[config.mk]
export PLATFORM = sky130hd
export DESIGN_NAME = microsequencer
export DESIGN_NICKNAME = d
export VERILOG_FILES = /design/src/rtl/microsequencer.sv
export SDC_FILE = /design/constraint.sdc
export NUM_CORES = 1
export LEC_CHECK = 0
export ABC_AREA = 1
export CORE_MARGIN = 2
export CORE_UTILIZATION = 50
export DETAILED_ROUTE_END_ITERATION = 8
export MAX_ROUTING_LAYER = met4
export PLACE_DENSITY = 0.79
export SYNTH_ARGS = -nofsm -noshare
export SYNTH_HDL_FRONTEND = slang
export SYNTH_SLANG_ARGS = --single-unit
export TNS_END_PERCENT = 100
[constraint.sdc]
create_clock -name clk -period 2.05 [get_ports clk]
set_input_delay 0.41 -clock clk [delete_from_list [all_inputs] [get_ports clk]]
set_output_delay 0.41 -clock clk [all_outputs]
set_load 0.01 [all_outputs]
[src/rtl/microsequencer.sv]
// microsequencer: address-sequencing stage of the multicycle MIPS control unit.
// Holds the microstate register, resolves the ROM's addrctl field (retire,
// dispatch 1, dispatch 2, increment), flags unsupported opcodes and counts
// retired instructions.
// Optional build macro: MICROSEQ_ADDI_EN adds addi (ADDIEX/ADDIWB) to dispatch 1.
module microsequencer #(
  parameter int COUNT_WIDTH = 16
) (
  input  logic                   clk,
  input  logic                   reset,
  input  logic                   stall,
  input  logic [5:0]             opcode,
  input  logic [1:0]             addrctl,
  output logic [3:0]             state,
  output logic                   illegal_op,
  output logic                   instr_done,
  output logic [COUNT_WIDTH-1:0] instr_count
);

  // Microstate encodings (ROM index)
  localparam logic [3:0] S_FETCH   = 4'd0;
  localparam logic [3:0] S_DECODE  = 4'd1;
  localparam logic [3:0] S_MEMADR  = 4'd2;
  localparam logic [3:0] S_MEMRD   = 4'd3;
  localparam logic [3:0] S_MEMWB   = 4'd4;
  localparam logic [3:0] S_MEMWR   = 4'd5;
  localparam logic [3:0] S_RTYPEEX = 4'd6;
  localparam logic [3:0] S_RTYPEWB = 4'd7;
  localparam logic [3:0] S_BEQEX   = 4'd8;
  localparam logic [3:0] S_JEX     = 4'd9;
`ifdef MICROSEQ_ADDI_EN
  localparam logic [3:0] S_ADDIEX  = 4'd10;
  localparam logic [5:0] OP_ADDI   = 6'b001000;
`endif

  // Opcodes recognised by the dispatch tables
  localparam logic [5:0] OP_RTYPE = 6'b000000;
  localparam logic [5:0] OP_LW    = 6'b100011;
  localparam logic [5:0] OP_SW    = 6'b101011;
  localparam logic [5:0] OP_BEQ   = 6'b000100;
  localparam logic [5:0] OP_J     = 6'b000010;

  // addrctl field codes
  localparam logic [1:0] AC_RETIRE = 2'b00;
  localparam logic [1:0] AC_DISP1  = 2'b01;
  localparam logic [1:0] AC_DISP2  = 2'b10;
  localparam logic [1:0] AC_INCR   = 2'b11;

  // Dispatch lookup result: target state plus whether the opcode was known
  typedef struct packed {
    logic [3:0] nxt;
    logic       ok;
  } disp_t;

  // Dispatch 1 (from DECODE): selects the instruction class
  function automatic disp_t dispatch1(input logic [5:0] op);
    disp_t d;
    d.nxt = S_FETCH;
    d.ok  = 1'b1;
    case (op)
      OP_RTYPE: d.nxt = S_RTYPEEX;
      OP_LW:    d.nxt = S_MEMADR;
      OP_SW:    d.nxt = S_MEMADR;
      OP_BEQ:   d.nxt = S_BEQEX;
      OP_J:     d.nxt = S_JEX;
`ifdef MICROSEQ_ADDI_EN
      OP_ADDI:  d.nxt = S_ADDIEX;
`endif
      default:  d.ok  = 1'b0;
    endcase
    return d;
  endfunction

  // Dispatch 2 (from MEMADR): load vs store
  function automatic disp_t dispatch2(input logic [5:0] op);
    disp_t d;
    d.nxt = S_FETCH;
    d.ok  = 1'b1;
    case (op)
      OP_LW:   d.nxt = S_MEMRD;
      OP_SW:   d.nxt = S_MEMWR;
      default: d.ok  = 1'b0;
    endcase
    return d;
  endfunction

  logic [3:0] next_state;
  logic       bad_dispatch;
  logic       retire;
  logic       illegal_set;
  disp_t      d1;
  disp_t      d2;

  assign d1 = dispatch1(opcode);
  assign d2 = dispatch2(opcode);

  // State register: reset beats stall, stall freezes the microstate
  always_ff @(posedge clk) begin
    if (reset)       state <= S_FETCH;
    else if (!stall) state <= next_state;
  end

  // Next-state: decode addrctl for the current state; unused states 12-15
  // are not trapped and simply follow addrctl like any other state
  always_comb begin
    next_state   = state;
    bad_dispatch = 1'b0;
    case (addrctl)
      AC_RETIRE: next_state = S_FETCH;
      AC_DISP1: begin
        next_state   = d1.nxt;
        bad_dispatch = ~d1.ok;
      end
      AC_DISP2: begin
        next_state   = d2.nxt;
        bad_dispatch = ~d2.ok;
      end
      AC_INCR:   next_state = 4'(state + 4'd1);
      default:   next_state = state;
    endcase
  end

  // Outputs of the transition: retirement (addrctl=00 outside FETCH) and
  // illegal-opcode detection, both suppressed while stalled.  An illegal
  // dispatch lands in FETCH but is not a retirement.
  always_comb begin
    retire      = 1'b0;
    illegal_set = 1'b0;
    if (!stall) begin
      retire      = (addrctl == AC_RETIRE) && (state != S_FETCH);
      illegal_set = bad_dispatch;
    end
  end

  // Status registers: sticky illegal flag, one-cycle retire pulse, counter
  always_ff @(posedge clk) begin
    if (reset) begin
      illegal_op  <= 1'b0;
      instr_done  <= 1'b0;
      instr_count <= '0;
    end else begin
      instr_done <= retire;
      if (illegal_set) illegal_op  <= 1'b1;
      if (retire)      instr_count <= instr_count + 1'b1;
    end
  end

endmodule

==> impl_summary.md <==
STA
Dividing the final minimum period by the clock period gives between 80% and 90%. The measured slew at the worst slew-check pin is 0.3003 ns. For the final database, setup skew stands at 0.002983 ns. The tightest slew margin relative to the limit is ~80%. Setup violations remaining at the end of the flow were counted as 0.

Across all hold checks on the routed design, the worst slack comes to between 0.4 and 0.5 ns. Setup repair after global routing left no endpoint under its margin. The count of final hold-check violations is 0. The final number of max-transition violations is 0. For the finished layout, the period the worst path requires is 1.729 ns.

The highest clock rate is 0.5785 GHz.

Final layout
The layout overhead on the synthesized area is 30.86%. After the last flow step, the layout net total stands at ~250. The repair_antennas step left the layout with diodes totalling 0. The utilization after layout is 69.60%.

The fraction of layout cells with a size suffix above 1 is 11.95%. The layout has around 220 filler cells. After the flow finishes, the layout carries non-filler instances totaling between 200 and 300.

Routing
The via-per-instance ratio is 4.887. The first detailed-routing pass took 4 iterations. For this run, design rule violations remaining after detail routing come to 0.

The post-route antenna net violation count is 0. The average detailed-routed wire length per instance is around 11 µm. For this block, the routed nets add up to 2.906 mm of wire.

The total vias in the final route is between 1000 and 1500. After the first detailed-routing iteration, the DRC count stood at 48.

Power and ir drop
Dividing total power by cell area gives a power density of approximately 410 nW/µm². In this run the static leakage power is between 0.7 and 0.8 nW. Power comes to approximately 0.7 mW.

The highest ir drop seen on vdd is 0.5101 mV.

CTS
In this run the number of H-tree levels came out at 1. The post-CTS resize count is 0. The total of hold buffers inserted after clock tree synthesis is 0. The clock transition time at the flip-flop clock pins of the worst setup and hold paths is approximately 0.11 ns.

In this run the clock root is driven by a sky130_fd_sc_hd__clkbuf_4. The clock latency at the later pin of the worst-skew pair is approximately 0.30 ns. The TritonCTS clock tree is yes. Clock tree synthesis inserted a total of 3 buffers.

The number of sinks driven by the clock tree is 22. The number of post-CTS setup repair buffers is 0. The clock passes through at most 2 buffers.

Min path
The min-delay analysis places its worst path in the category flop to flop.

GRT
The number of antenna violations at the first check in global routing was 0. The global-route congestion overflow total is 0. The global router's overall resource usage is 20.41%. Entering global routing, the biggest net connects 13 pins. The number of global-route vias before repair is between 1000 and 1500.

The first global-routing pass estimated between 4 and 5 mm of wire.

Synth
The total nets after synthesis is 206. The number of flip-flops and latches in the synthesized netlist is 22. The dominant register cell in the synthesized netlist is sky130_fd_sc_hd__dfxtp_1. By count the netlist is led by sky130_fd_sc_hd__nand2_1, sky130_fd_sc_hd__inv_1, sky130_fd_sc_hd__nor2_1. In the post-synthesis netlist, the cell with the most instances is sky130_fd_sc_hd__nand2_1. After synthesis, the netlist uses 27 different library cells. The share of flip-flops with an asynchronous set or reset after synthesis is 0%. Counting flops with a built-in enable in the synthesized netlist gives 0.

Sequential cells were found to cover between 30% and 40% of the synthesized design area. The biggest area contributor in the post-synthesis netlist is sky130_fd_sc_hd__dfxtp_1. By area the synthesized netlist is led by sky130_fd_sc_hd__dfxtp_1, sky130_fd_sc_hd__nand2_1, sky130_fd_sc_hd__inv_1. The synthesized design devotes to its leading area cell type between 30% and 40% of total area. The synthesized cell area is 1318 µm².

The mean instance size in the synthesized netlist is approximately 7 µm². The gate count after technology mapping is around 190. The total of warnings raised by yosys is 0.

Worst setup path
For this design, the slowest cell found on the critical path is sky130_fd_sc_hd__clkdlybuf4s50_1. The critical path is of the primary input to flop type. Counting both buffers and inverters, the worst setup path holds a total of 3. The cell family contributing the most delay on the critical path is buffers and inverters. The worst setup path is captured at a flop. The highest cell delay on the worst timing path is approximately 0.43 ns. Walking the worst path, the cells encountered are clkdlybuf4s50_1 > inv_1 > ha_1 > inv_1 > nor2_4 > nand3_2 > nor2_4 > nand2_1 > o21ai_0 > a21oi_1.

In this run the worst path has a maximum fanout of 5. Data arrives at the worst endpoint at approximately 1.9 ns. STA classifies the critical path startpoint as a primary input.

The required time of the worst setup path is roughly 2.3 ns.

Outcome
The run finished with clean final reports.

Floorplanning
The starting density of the core is 53.18%. The die is 55.33 µm wide. The die area is around 3100 µm². The vertical die dimension is ~55 µm. The count of standard-cell rows is 18. The I/O pin count is 33. The core region is 2477 µm².

Placed design
Buffers placed on the I/O ports in this run total 32. Once detailed placement completed, the half-perimeter wirelength came to between 2 and 2.5 mm. The placer's final routability congestion estimate is 0.7908. The placed cell count is about 250.

Flow run
Max-cap violations in this run came to 0.
## flip-flops by register name, summed over array words and instances (netlist names)
| signal | flops |
|---|---|
| illegal_op | 1 |
| instr_count | 16 |
| instr_done | 1 |
| state | 4 |
## final cells by class
class | instances | area, µm² | share of cell area, %
clock buffer | 3 | 22.52 | 1.306
timing repair buffer | 36 | 350.3 | 20.32
inverter | 32 | 121.4 | 7.039
multi-input combinational | 133 | 752.0 | 43.61
tap | 30 | 37.54 | 2.177
sequential | 22 | 440.4 | 25.54
## final timing paths
path	endpoint	cells after the start	start	slack (ns)
max	instr_count[9]	10	addrctl[0]	0.32
min	illegal_op	2	illegal_op	0.47
max reg2reg	instr_count[9]	8	state[0]	0.53
min reg2reg	illegal_op	2	illegal_op	0.47
## placed cells by master (no fill, tap or decap), types with 2 or more instances in the layout
cell,count
sky130_fd_sc_hd__nor2_8,2
sky130_fd_sc_hd__nand2_4,2
sky130_fd_sc_hd__inv_1,30
sky130_fd_sc_hd__nor2_4,3
sky130_fd_sc_hd__nor2_1,25
sky130_fd_sc_hd__dfxtp_1,22
sky130_fd_sc_hd__o21ai_0,6
sky130_fd_sc_hd__nand3_1,12
sky130_fd_sc_hd__nand3_2,2
sky130_fd_sc_hd__a21oi_2,2
sky130_fd_sc_hd__clkdlybuf4s50_1,32
sky130_fd_sc_hd__nand2_1,40
sky130_fd_sc_hd__ha_1,7
sky130_fd_sc_hd__nand2_2,5
sky130_fd_sc_hd__xor2_1,2
sky130_fd_sc_hd__buf_4,4
sky130_fd_sc_hd__nor3_1,2
sky130_fd_sc_hd__nand4_1,2
sky130_fd_sc_hd__a21oi_1,14
sky130_fd_sc_hd__clkbuf_4,3
## layer usage
| layer | track usage (%) | routed length, µm | vias to the layer above |
|---|---|---|---|
| li1 | - | - | 669 |
| met1 | 23.70 | 1346 | 544 |
| met2 | 34.18 | 1403 | 36 |
| met3 | 5.152 | 136 | 2 |
| met4 | 6.969 | 21 | 0 |
| met5 | - | 0 | - |
## cell families (layout without fill, tap and decap cells)
family          Yosys count  in the layout  share of synthesized area, %
simple gates             98             98                         37.80
buf+inv                  33             71                         9.496
compound gates           26             26                         11.30
flops                    22             22                         33.43
fa+ha+maj                 7              7                         6.647
xor+xnor                  2              2                         1.330
## stage by stage
| step | area (µm²) | worst slack, ns | setup TNS [ns] |
|---|---|---|---|
| final | 1724 | 0.3213 | 0 |
| after global routing | 1724 | 0.1633 | 0 |
| after CTS | 1724 | 0.3212 | 0 |
| after detailed placement | 1702 | -0.006460 | -0.008613 |
| after global placement | 1702 | 0.06909 | 0 |
| after floorplan | 1318 | 0.6050 | 0 |
## worst register-to-register path: stages (launching register included)
cell,delay [ns]
sky130_fd_sc_hd__dfxtp_1,0.43
sky130_fd_sc_hd__inv_1,0.08
sky130_fd_sc_hd__ha_1,0.21
sky130_fd_sc_hd__nand2_2,0.13
sky130_fd_sc_hd__nand3_2,0.14
sky130_fd_sc_hd__nor2_4,0.16
sky130_fd_sc_hd__nand2_1,0.08
sky130_fd_sc_hd__o21ai_0,0.15
sky130_fd_sc_hd__a21oi_1,0.06
## report_power, final
group	internal [mW]	total, mW	leakage (nW)	switching, mW
Clock	0.0686	0.190	0.0138	0.122
Combinational	0.0414	0.0872	0.598	0.0458
Sequential	0.430	0.432	0.177	0.00232
Total	0.540	0.710	0.789	0.170
Note: power is estimated with default switching activity, not from simulation.
